===== src/rtl/event_ripple_seq.sv =====
// Key-press ripple animator: sweeps a blue->green->red wavefront across NUM_LEDS RGB LEDs.
// Optional feature macro: EVENT_RIPPLE_REVERSE_EN (adds `dir` input for reverse ripple).
module event_ripple_seq #(
  parameter int NUM_LEDS = 4,
  parameter int TICK_DIV = 1
) (
  input  logic                clk,
  input  logic                rst,
  input  logic                button_inp,
  input  logic                mode_loop,
`ifdef EVENT_RIPPLE_REVERSE_EN
  input  logic                dir,
`endif
  output logic [NUM_LEDS-1:0] led_R,
  output logic [NUM_LEDS-1:0] led_G,
  output logic [NUM_LEDS-1:0] led_B,
  output logic                busy,
  output logic                done
);

  localparam int NUM_STAGES = NUM_LEDS + 2;
  localparam int STG_W      = $clog2(NUM_STAGES);
  localparam int CNT_W      = (TICK_DIV > 1) ? $clog2(TICK_DIV) : 1;

  localparam logic [STG_W-1:0] LAST_STAGE = STG_W'(NUM_STAGES - 1);
  localparam logic [CNT_W-1:0] LAST_TICK  = CNT_W'(TICK_DIV - 1);

  typedef enum logic [1:0] {IDLE, RUN, WAIT_REL} state_t;

  state_t           state_q, state_d;
  logic [STG_W-1:0] stage_q, stage_d;
  logic [CNT_W-1:0] tick_q, tick_d;
  logic             done_q, done_d;
  logic             dir_sel;

  always_ff @(posedge clk) begin
    if (rst) begin
      state_q <= IDLE;
      stage_q <= '0;
      tick_q  <= '0;
      done_q  <= 1'b0;
    end else begin
      state_q <= state_d;
      stage_q <= stage_d;
      tick_q  <= tick_d;
      done_q  <= done_d;
    end
  end

  always_comb begin
    state_d = state_q;
    stage_d = stage_q;
    tick_d  = tick_q;
    done_d  = 1'b0;
    case (state_q)
      IDLE: begin
        if (button_inp) begin
          state_d = RUN;
          stage_d = '0;
          tick_d  = '0;
        end
      end
      RUN: begin
        // Release always wins, even on the final-stage boundary.
        if (!button_inp) begin
          state_d = IDLE;
          stage_d = '0;
          tick_d  = '0;
        end else if (tick_q == LAST_TICK) begin
          tick_d = '0;
          if (stage_q != LAST_STAGE) begin
            stage_d = stage_q + STG_W'(1);
          end else begin
            done_d  = 1'b1;
            stage_d = '0;
            if (!mode_loop) state_d = WAIT_REL;
          end
        end else begin
          tick_d = tick_q + CNT_W'(1);
        end
      end
      WAIT_REL: begin
        if (!button_inp) state_d = IDLE;
      end
      default: begin
        state_d = IDLE;
        stage_d = '0;
        tick_d  = '0;
      end
    endcase
  end

`ifdef EVENT_RIPPLE_REVERSE_EN
  logic dir_q, dir_d;

  // Direction is latched at press time and held for the whole press.
  always_comb begin
    dir_d = dir_q;
    if (state_q == IDLE && button_inp) dir_d = dir;
  end

  always_ff @(posedge clk) begin
    if (rst) dir_q <= 1'b0;
    else     dir_q <= dir_d;
  end

  assign dir_sel = dir_q;
`else
  assign dir_sel = 1'b0;
`endif

  int pos;
  int d;

  always_comb begin
    led_R = '0;
    led_G = '0;
    led_B = '0;
    pos   = 0;
    d     = 0;
    if (state_q == RUN) begin
      for (int i = 0; i < NUM_LEDS; i++) begin
        pos = dir_sel ? (NUM_LEDS - 1 - i) : i;
        d   = int'(stage_q) - pos;
        if (d == 0) led_B[i] = 1'b1;
        if (d == 1) led_G[i] = 1'b1;
        if (d == 2) led_R[i] = 1'b1;
      end
    end
  end

  assign busy = (state_q == RUN);
  assign done = done_q;

endmodule


===== config.mk =====
export PLATFORM = sky130hd
export DESIGN_NAME = event_ripple_seq
export DESIGN_NICKNAME = d
export VERILOG_FILES = /design/src/rtl/event_ripple_seq.sv
export SDC_FILE = /design/constraint.sdc
export NUM_CORES = 1
export LEC_CHECK = 0
export ABC_AREA = 0
export BUFFER_PORTS_ARGS = -buffer_cell sky130_fd_sc_hd__buf_2
export CORE_AREA = 2 2 39 41
export DETAILED_ROUTE_END_ITERATION = 10
export DIE_AREA = 0 0 41 43
export SYNTH_ARGS = -nofsm -noshare
export SYNTH_HDL_FRONTEND = slang
export SYNTH_SLANG_ARGS = --single-unit

===== constraint.sdc =====
create_clock -name clk -period 2.45 [get_ports clk]
set_input_delay 0.245 -clock clk [delete_from_list [all_inputs] [get_ports clk]]
set_output_delay 0.245 -clock clk [all_outputs]
set_load 0.03 [all_outputs]

==> Word level (Yosys, flattened, before mapping) <==
Index checks and enable logic that the tools add are counted.
Widths: inputs -> output; s select.
{ "totals": {"in_bits": 4, "word_cells": 69, "regBits": 7, "out_inout_bits": 14} }
{ "classes": {"n_mux": 32, "n_eq_ne": 16, "n_reduce_logical": 9, "addsub": 5, "bitwise_logic": 3} }
{ "ops": {"columns": ["cell", "n"], "rows": [
  ["$logic_not 32->1", 4],
  ["$mux 1", 16],
  ["$eq 4x2->1 const B", 3],
  ["$eq 4x3->1 const B", 3],
  ["$mux 2", 6],
  ["$mux 3", 4],
  ["$mux 4", 3],
  ["$ne 3x3->1 const B", 4],
  ["$pmux 3 s3", 1],
  ["$sub 3x2->4 const B", 2],
  ["$pmux 2 s3", 1],
  ["$reduce_and 5->1", 1],
  ["$ne 2x2->1 const B", 2],
  ["$reduce_or 4->1", 1],
  ["$sub 3x1->4 const B", 1],
  ["$add 3x1->3 const B", 1],
  ["$eq 3x2->1 const B", 1],
  ["$eq 3x3->1 const B", 1],
  ["$not 1->1", 3],
  ["$pmux 1 s3", 1],
  ["$reduce_and 3->1", 1],
  ["$eq 2x1->1 const B", 1],
  ["$eq 2x2->1 const B", 1],
  ["$logic_not 2->1", 1],
  ["2 further kinds", 2]
]} }

==> Depth between registers and ports, before layout <==
Gate-level depths: netlist (run 1).
{ "logic_depth": {"depth_word": 5, "depth_mapped": 6, "ltp_nobuf": 5} }

==> Worst setup path after synthesis (run 1) <==
OpenSTA, ideal clock, no wires.
{ "synth_timing": {"path_kind": "reg-to-output", "from": "register state_q[0]", "to": "output port led_R[2]", "slack_ps": 515, "path_stages_with_launch": 4, "arrival_time_ps": 1690, "n_path_buf": 0, "t_required_ps": 2205, "cell_sequence": "dfxtp_1 -> and2b_1 -> nand2b_1 -> nor3b_1"} }
{ "synth_between": {"elab_chain_len": 2} }
{ "synth_lines": {"columns": ["element", "line", "rtl"], "rows": [
  ["start, declared", "30", "state_t state_q, state_d;"],
  ["start signal, assigned", "43", "state_q <= state_d;"],
  ["$eq 2x1->1", null, null],
  ["net busy", "17", "output logic busy,"],
  ["$mux 4", "121", "if (state_q == RUN) begin"],
  ["end, declared", "14", "output logic [NUM_LEDS-1:0] led_R,"]
]} }
The timed path passes the listed nets, and every way through them passes these cells.

==> Worst setup path after layout (run 1) <==
{ "layout_timing": {"from": "register stage_q[1]", "to": "output port led_B[1]"} }
{ "layout_between": {"elab_chain_len": 4} }
{ "layout_lines": {"columns": ["element", "line", "rtl"], "rows": [
  ["start, declared", "31", "logic [STG_W-1:0] stage_q, stage_d;"],
  ["start signal, assigned", "44", "stage_q <= stage_d;"],
  ["$sub 3x1->4", "124", "d = int'(stage_q) - pos;"],
  ["$logic_not 32->1", "125", "if (d == 0) led_B[i] = 1'b1;"],
  ["$mux 1", "125", null],
  ["$mux 4", "121", null],
  ["end, declared", "16", "output logic [NUM_LEDS-1:0] led_B,"]
]} }
Every way passes these cells.

==> results of run 1 <==
[final timing paths]
check / start / endpoint / slack [ns] / depth (start not counted)
max: stage_q[1] / led_B[1] / 0.55 / 5
min: rst / stage_q[0] / 0.25 / 2
max reg2reg: stage_q[1] / stage_q[2] / 1.25 / 3
min reg2reg: stage_q[0] / stage_q[0] / 0.56 / 2
[worst register-to-register path, cell delays in order, from the launching register on]
cell and delay [ns]:
sky130_fd_sc_hd__dfxtp_1 0.47, sky130_fd_sc_hd__nand2b_1 0.20, sky130_fd_sc_hd__or3_1 0.38, sky130_fd_sc_hd__o31ai_1 0.06
[sequential cells by signal, summed over array words and instances (netlist names)]
signal	flops
done	1
stage_q	3
state_q	2
[power breakdown]
part	switching [uW]	total, uW	internal [uW]
Combinational	14.7	23.8	9.10
Sequential	2.83	102	99.6
Clock	36.2	91.7	55.4
Total	53.8	218	164
[cell families (layout without fill, tap and decap cells)]
kind of cell	count (synthesis)	count (layout)	synth area share, %
simple gates	31	31	44.25
buf+inv	6	25	5.757
fa+ha+maj	3	3	9.092
flops	6	6	29.09
compound gates	5	5	9.089
mux	1	1	2.727
[metal layers]
layer | track usage [%] | routed length (um)
met3 | 3.141 | 58
met4 | 8.000 | 15
met2 | 15.63 | 377
met5 | 0 | 0
met1 | 14.29 | 417
[synth_stat cells, drive strengths merged]
cell type and instances:
dfxtp 6, and2b 1, mux2 1, inv 5
nand4b 1, o32a 1, o31ai 2, or2 1
nor3 9, nand3b 2, or4 1, nand2 2
a21o 1, or3 1, a21oi 1, nor2 6
nor3b 1, nand2b 6, ha 3, buf 1
[through the flow]
stage / hold slack, ns / instances / instance area [sq um]
final: 0.2463 / 87 / 535.5
after global routing: 0.2616 / 87 / 535.5
after CTS: 0.2404 / 87 / 535.5
after detailed placement: 0.4998 / 84 / 513.0
after global placement: 0.5000 / 84 / 513.0
after floorplan: 0.3141 / 52 / 412.9
[layout make-up]
class,instances,area share (%)
clock buffers,3,4.206
inverters,5,3.505
well taps,16,3.738
repair buffers,17,15.89
multi-input cells,40,50.23
flip-flops and latches,6,22.43
==> summary.md, run 1 <==
The number of endpoints with negative hold slack in the final report is 0. The fill cell instance count of the final layout is 145. Summed over its instances, the top area cell type makes up 29.09% of the synthesized netlist area.

The via total after detailed routing was 399. Effective utilization at floorplan: 29.84%. The initialized floorplan defines 14 standard-cell rows. The number of instances in the synthesized netlist came out at 52. During synthesis, Yosys emitted a total of 0 warnings.

The first global-routing pass estimated 1.324 mm of wire. The number of port buffers came out at 17. Of all nets on the critical path, the largest fanout is 10. Global routing finished with a remaining overflow of 0. The library cell used most frequently in the layout, excluding fill and tap cells, is sky130_fd_sc_hd__buf_2. The run finished with clean final reports. The transition time at the pin with the least slew margin was 0.2819 ns. Measured along the y axis, the die boundary spans 43 um. Summing every instance area after synthesis gives 412.9 sq um.

The antenna diode count is 0. Setup repair after global routing left no endpoint under its margin. In this design, the largest share of critical-path delay is due to flip-flops. In the final routed layout, each cell accounts on average for 9.989 um. The synthesis-stage register bit count was 6; the final max-slew violation count was 0. The floorplan step defined a core boundary enclosing 1384 sq um. The power per unit of standard cell area is 406.8 nW/um^2. Walking the worst path, the cells encountered are inv_1 -> ha_1 -> a21o_1 -> nor3_1 -> buf_2. The logs give 1 for the maximum level of the CTS H-tree and 217.9 uW for the power after layout. The later pin in the worst-skew pair is clocked with a latency of 0.25 ns. The TritonCTS buffer count was 3. Setup violations remaining at the end of the flow were counted as 0. The floorplan die width works out to 41 um. For this design the static power due to leakage is 0.0002359 uW. After synthesis, the netlist uses 22 different library cells. The kind of end point of the critical path was an output pin.

Data on the critical path is required at its endpoint by 2.20 ns. In this run the post-CTS setup repair buffer count came out at 0. In the final layout, the multi-input gates occupy 269.0 sq um. The tools report the initial antenna violation count as 0. The number of primary I/O pins is 18, and the worst slack at placement is 0.8304 ns. In the post-synthesis netlist, the biggest area contributors are sky130_fd_sc_hd__dfxtp_1 (29%), sky130_fd_sc_hd__nor3_1 (11%), sky130_fd_sc_hd__ha_1 (9.1%). In the layout the commonest cells are sky130_fd_sc_hd__buf_2 (17), sky130_fd_sc_hd__nor3_1 (9), sky130_fd_sc_hd__nor2_1 (6), sky130_fd_sc_hd__dfxtp_1 (6).

The final core utilization was 38.70%. Sequential elements use 29.09% of the synthesized area. The critical-path cell with the highest stage delay was sky130_fd_sc_hd__dfxtp_1.

The maximum number of pins on one net before global-route repair was 11; the via density per instance was 4.586. Once detailed placement completed, the half-perimeter wirelength came to 699.8 um. IR analysis of the VDD net gives a maximum drop of 0.0003249 V. Hold repair after CTS inserted 0 buffers. The minimum setup slack in the final design was 0.5453 ns. The setup path with the least slack is of type reg -> out. The data arrival time at the worst-slack endpoint was 1.66 ns; the post-route clock period utilization was 77.74%.

The post-synth net total is 59, and the highest clock frequency the design can meet is 525.0 MHz. The critical path contains buffers and inverters numbering 2 combined. The number of maximum-capacitance violations was 0. The buffer type at the clock tree root was sky130_fd_sc_hd__clkbuf_4. In this run the mean area of a mapped cell was 7.940 sq um.

The clock passes through at most 2 buffers. For the number of gates resized after CTS, the log shows 0. The min-delay analysis places its worst path in the category in -> reg. The worst setup path is launched from a flop. The minimum clock period after layout is 1.905 ns, and the worst slew margin relative to its limit is 81.18%.

The clock slew at the register clock pins of the worst setup and hold paths works out to 0.05 ns. The logs give 0 for the DRC violations left and 120.1 sq um for the area used by sequential logic in the layout. Cell accounting for the most synthesized area: sky130_fd_sc_hd__dfxtp_1.

The final setup TNS is 0 ns. The count of antenna-violating nets left after detailed routing is 0. The clock arrives with 0.003785 ns of skew.

The post-route netlist has 32.39% of its cells at a drive strength greater than 1. The run gives 7 as the number of DRC markers after the initial detailed-route iteration. From synthesis to final layout, the design area changed by 29.70%. Summed over all layers, the routed wires come to 869 um. The logs give 11.28% for the combined global-route utilization of all metal layers and 318 for the via count of the first global-routing pass. The die covers 1763 sq um. For this design, the sink count on the clock tree is 6. The weighted congestion at the end of routability-driven global placement was 0.6644. The final layout net count is 80.

TritonCTS built the clock tree. The maximum cell stage delay along the critical path is 0.47 ns. The iteration count of the initial detailed-routing pass is 3.
No activity file was read; power rests on OpenSTA's default activity.
==> inputs of run 2 (changes only) <==
ABC_AREA = 1   (was 0)
clock period = 1.6 ns   (was 2.45 ns; I/O delays follow)
==> summary.md, run 2 <==
The run finished with clean final reports. Antenna diode count: 0 (unchanged). The worst-case reg-to-reg path depth was 7 (+4); the count of distinct cell types in the synthesized netlist was 19 (-14%). Total grt overflow: 0 (unchanged). The switching power was 111.4 uW (+110%). The clock slew at the register clock pins of the worst setup and hold paths is 0.04 ns (about the same), and the worst clock skew is 0.0003546 ns (-0.003431 ns). The tools report the count of hold-fix buffers inserted at cts as 0 (unchanged). The final max-slew violation count was 0 (unchanged); the DRC violations left was 0 (unchanged).

For the final wirelength, the log shows 1.154 mm (+33%). The run gives 0.7646 (+15%) as the weighted congestion at the end of routability-driven global placement. The fraction of layout cells with a size suffix above 1 came out at 45.00% (+13 points). The tools report the kind of end point of the critical path as an output pin. The clock sink total is 6 (unchanged), and the share of flip-flops with an asynchronous set or reset after synthesis is 0% (unchanged).

For the combined global-route utilization of all metal layers, the log shows 13.27% (+2.0 points). The tools report the number of instances in the synthesized netlist as 78 (+50%). The HPWL after detailed placement was 851.4 um (+22%); the biggest fanout along the worst timing path was 5 (-5). The wire length per cell after detailed routing was 9.948 um (-0.40%); the final setup violation count was 0 (unchanged). The switching share of power works out to 29.72% (+5.0 points). The area share of the largest cell type after synthesis works out to 25.46% (-3.6 points). Number of DRC markers after the initial detailed-route iteration: 15 (+8).

The maximum level of the CTS H-tree was 1 (unchanged). The maximum number of pins on one net before global-route repair came out at 9 (-2). The power per unit of standard cell area is 566.2 nW/um^2 (+39%). TritonCTS built the clock tree.

The via total after detailed routing was 556 (+39%); the count of antenna-violating nets left after detailed routing was 0 (unchanged). The initial antenna violation count was 0 (unchanged). The overall die area is 1763 sq um (unchanged), and the transition time at the pin with the least slew margin is 0.2430 ns (-0.03884 ns).

By area the synthesized netlist is led by sky130_fd_sc_hd__dfxtp_1 (25%), sky130_fd_sc_hd__nand2_1 (15%), sky130_fd_sc_hd__nor2_1 (8.8%). Leaving out fill and tap cells, the most frequent cell in the layout is sky130_fd_sc_hd__nand2_1. Setup repair after global routing could not meet its margin everywhere.

The via density per instance was 4.793 (+4.5%); the final non-filler cell area was 661.9 sq um (+24%). The number of flops mapped to enable cells by yosys came out at 0 (unchanged). The post-synth net total is 85 (+44%). In this run the clock root is driven by a sky130_fd_sc_hd__clkbuf_4. The tools report the number of cells after detailed placement as 111 (+32%).

By startpoint and endpoint, the worst setup path is classified as reg -> out. The final layout net count is 109 (+36%). By instance count, the leading cell after synthesis is sky130_fd_sc_hd__nand2_1. The tightest min-delay check is of the in -> reg type.

The worst slew margin relative to its limit is 83.80% (+2.6 points). The post-place instance area is 598.1 sq um (+17%). The number of primary I/O pins came out at 18 (unchanged). The sequential-to-total area share from yosys stat is 25.46% (-3.6 points), and the number of maximum-capacitance violations is 0 (unchanged). Leading register cell type out of synthesis: sky130_fd_sc_hd__dfxtp_1.

The floorplan die width came out at 41 um (unchanged). The data arrival time at the worst-slack endpoint was 1.42 ns (-0.24 ns). The average footprint of a synthesized cell was 6.047 sq um (-24%); the global-route wire length before repair was 1.600 mm (+21%). Based on the critical path, the design can be clocked at up to 631.8 MHz.

The cell-internal power was 263.4 uW (+60%); the layout overhead on the synthesized area was 40.32%. After synthesis, the most frequently instantiated cells are sky130_fd_sc_hd__nand2_1 (19), sky130_fd_sc_hd__nor2_1 (11), sky130_fd_sc_hd__nand3_1 (8). The count of yosys warnings during synthesis is 0 (unchanged), and the flip-flop count of the largest register after layout is 3 (unchanged). Vertical die dimension: 43 um (unchanged).

The run gives 0 (unchanged) as the number of endpoints with negative hold slack in the final report. The synthesis-stage register bit count is 6 (unchanged). The number of port buffers works out to 17 (unchanged). The type of origin of the critical path was a flop. The register ranked first by flip-flop count was stage_q. The number of standard-cell rows in the floorplan was 14 (unchanged); the relative contribution of combinational cells to total power was 20.6% (+9.7 points). The clock network fraction of design power is 36.1% (-6.0 points), and the TritonCTS buffer count is 3 (unchanged). The tools report the cell area after technology mapping as 471.7 sq um (+14%).

The tools report the effective utilization at floorplan as 34.09% (+4.2 points). The worst hold path depth works out to 2 (unchanged). The synthesized design spends more area on one cell type than any other, namely sky130_fd_sc_hd__dfxtp_1.

The logs give 4 (+1) for the iteration count of the initial detailed-routing pass and 1.44 ns (-0.76 ns) for the data required time of the worst path. The clock period could shrink to 1.583 ns. The proportion of power drawn by flip-flops and latches was 43.3% (-3.7 points); the via count of the first global-routing pass was 392 (+23%). In the layout the commonest cells are sky130_fd_sc_hd__nand2_1 (19), sky130_fd_sc_hd__buf_2 (15), sky130_fd_sc_hd__nor2_1 (11). The leakage power is 0.0003166 uW (+34%). The core region area is 1384 sq um (unchanged). The deepest clock path buffer count is 2 (unchanged), and the clock insertion delay at the later pin of the skew report is 0.24 ns (about the same). The post-layout instance count excluding filler cells was 116 (+33%). Dividing the final minimum period by the clock period gives 98.93%.

The run gives 0.0003824 V (+18%) as the peak supply drop.
[run 2: cell types whose count changed after synthesis, moves of 2 or more]
cell,previous run,this run
sky130_fd_sc_hd__o31ai_1,2,0
sky130_fd_sc_hd__nand2_1,2,19
sky130_fd_sc_hd__a21oi_1,1,3
sky130_fd_sc_hd__inv_2,0,5
sky130_fd_sc_hd__nand2_2,0,2
sky130_fd_sc_hd__nor2_2,0,2
sky130_fd_sc_hd__nand2b_1,5,0
sky130_fd_sc_hd__nor3_1,9,5
sky130_fd_sc_hd__nand3_1,0,8
sky130_fd_sc_hd__nor2_1,6,11
[run 2: timing repair]
action	in CTS	in global routing
cloned	0	0
setup endpoints to repair	1	4
gates resized for setup	1	10
pin swaps	0	2
hold endpoints to repair	0	0
buffers inserted	0	2
[run 2: metal layers]
| layer | vias to the layer above | part of all wire, % | GRT usage (%) |
|---|---|---|---|
| li1 | 297 | - | - |
| met1 | 240 | 46 | 17.10 |
| met2 | 19 | 49 | 19.06 |
| met3 | 0 | 5.2 | 3.141 |
| met4 | 0 | 0 | 8.000 |
| met5 | - | 0 | 0 |
[run 2: logic make-up after synthesis]
family,after synthesis,share of synthesized area [%]
compound gates,7,8.751
flops,6,25.47
buf+inv,13,11.14
fa+ha+maj,3,7.958
simple gates,49,46.68
[run 2: worst paths after layout]
path	endpoint	from	slack, ns
setup / recovery	led_R[2]	stage_q[2]	0.02
hold / removal	state_q[1]	rst	0.16
setup reg to reg	state_q[1]	stage_q[1]	0.46
hold reg to reg	stage_q[0]	stage_q[0]	0.58
[run 2: area by class of cell]
cell class              instances  area (sq um)
clock buffers                   3         22.52
inverters                      11         47.55
well taps                      16         20.02
repair buffers                 21         120.1
multi-input cells              59         327.8
fillers                       146         721.9
flip-flops and latches          6         123.9
[run 2: power groups by stage]
stage | combinational (uW) | clock [uW] | sequential [uW]
6_report | 77.1 | 135 | 162
5_1_grt | 85.0 | 149 | 163
4_1_cts | 74.7 | 142 | 161
3_5_place_dp | 74.6 | 0 | 164
3_3_place_gp | 74.6 | 0 | 164
2_1_floorplan | 58.3 | 0 | 160
[run 2: critical path, stage by stage (launching register included)]
cell	delay [ns]
sky130_fd_sc_hd__dfxtp_2	0.33
sky130_fd_sc_hd__inv_2	0.07
sky130_fd_sc_hd__ha_4	0.28
sky130_fd_sc_hd__inv_4	0.04
sky130_fd_sc_hd__nor4_2	0.27
sky130_fd_sc_hd__buf_4	0.20
[run 2: per-stage QoR]
| step | hold WS, ns | power (uW) | util [%] | setup WS, ns | setup TNS [ns] |
|---|---|---|---|---|---|
| 5_1_grt | 0.1635 | 396.9 | 47.83 | -0.02944 | -0.04966 |
| 6_report | 0.1578 | 374.8 | 47.83 | 0.01712 | 0 |
| 2_1_floorplan | 0.2224 | 218.6 | - | -0.04162 | -0.04162 |
| 4_1_cts | 0.1499 | 377.5 | 45.03 | 0.004347 | 0 |
| 3_5_place_dp | 0.4048 | 238.7 | 43.22 | 0.2440 | 0 |
| 3_3_place_gp | 0.4061 | 238.5 | 43.22 | 0.2621 | 0 |
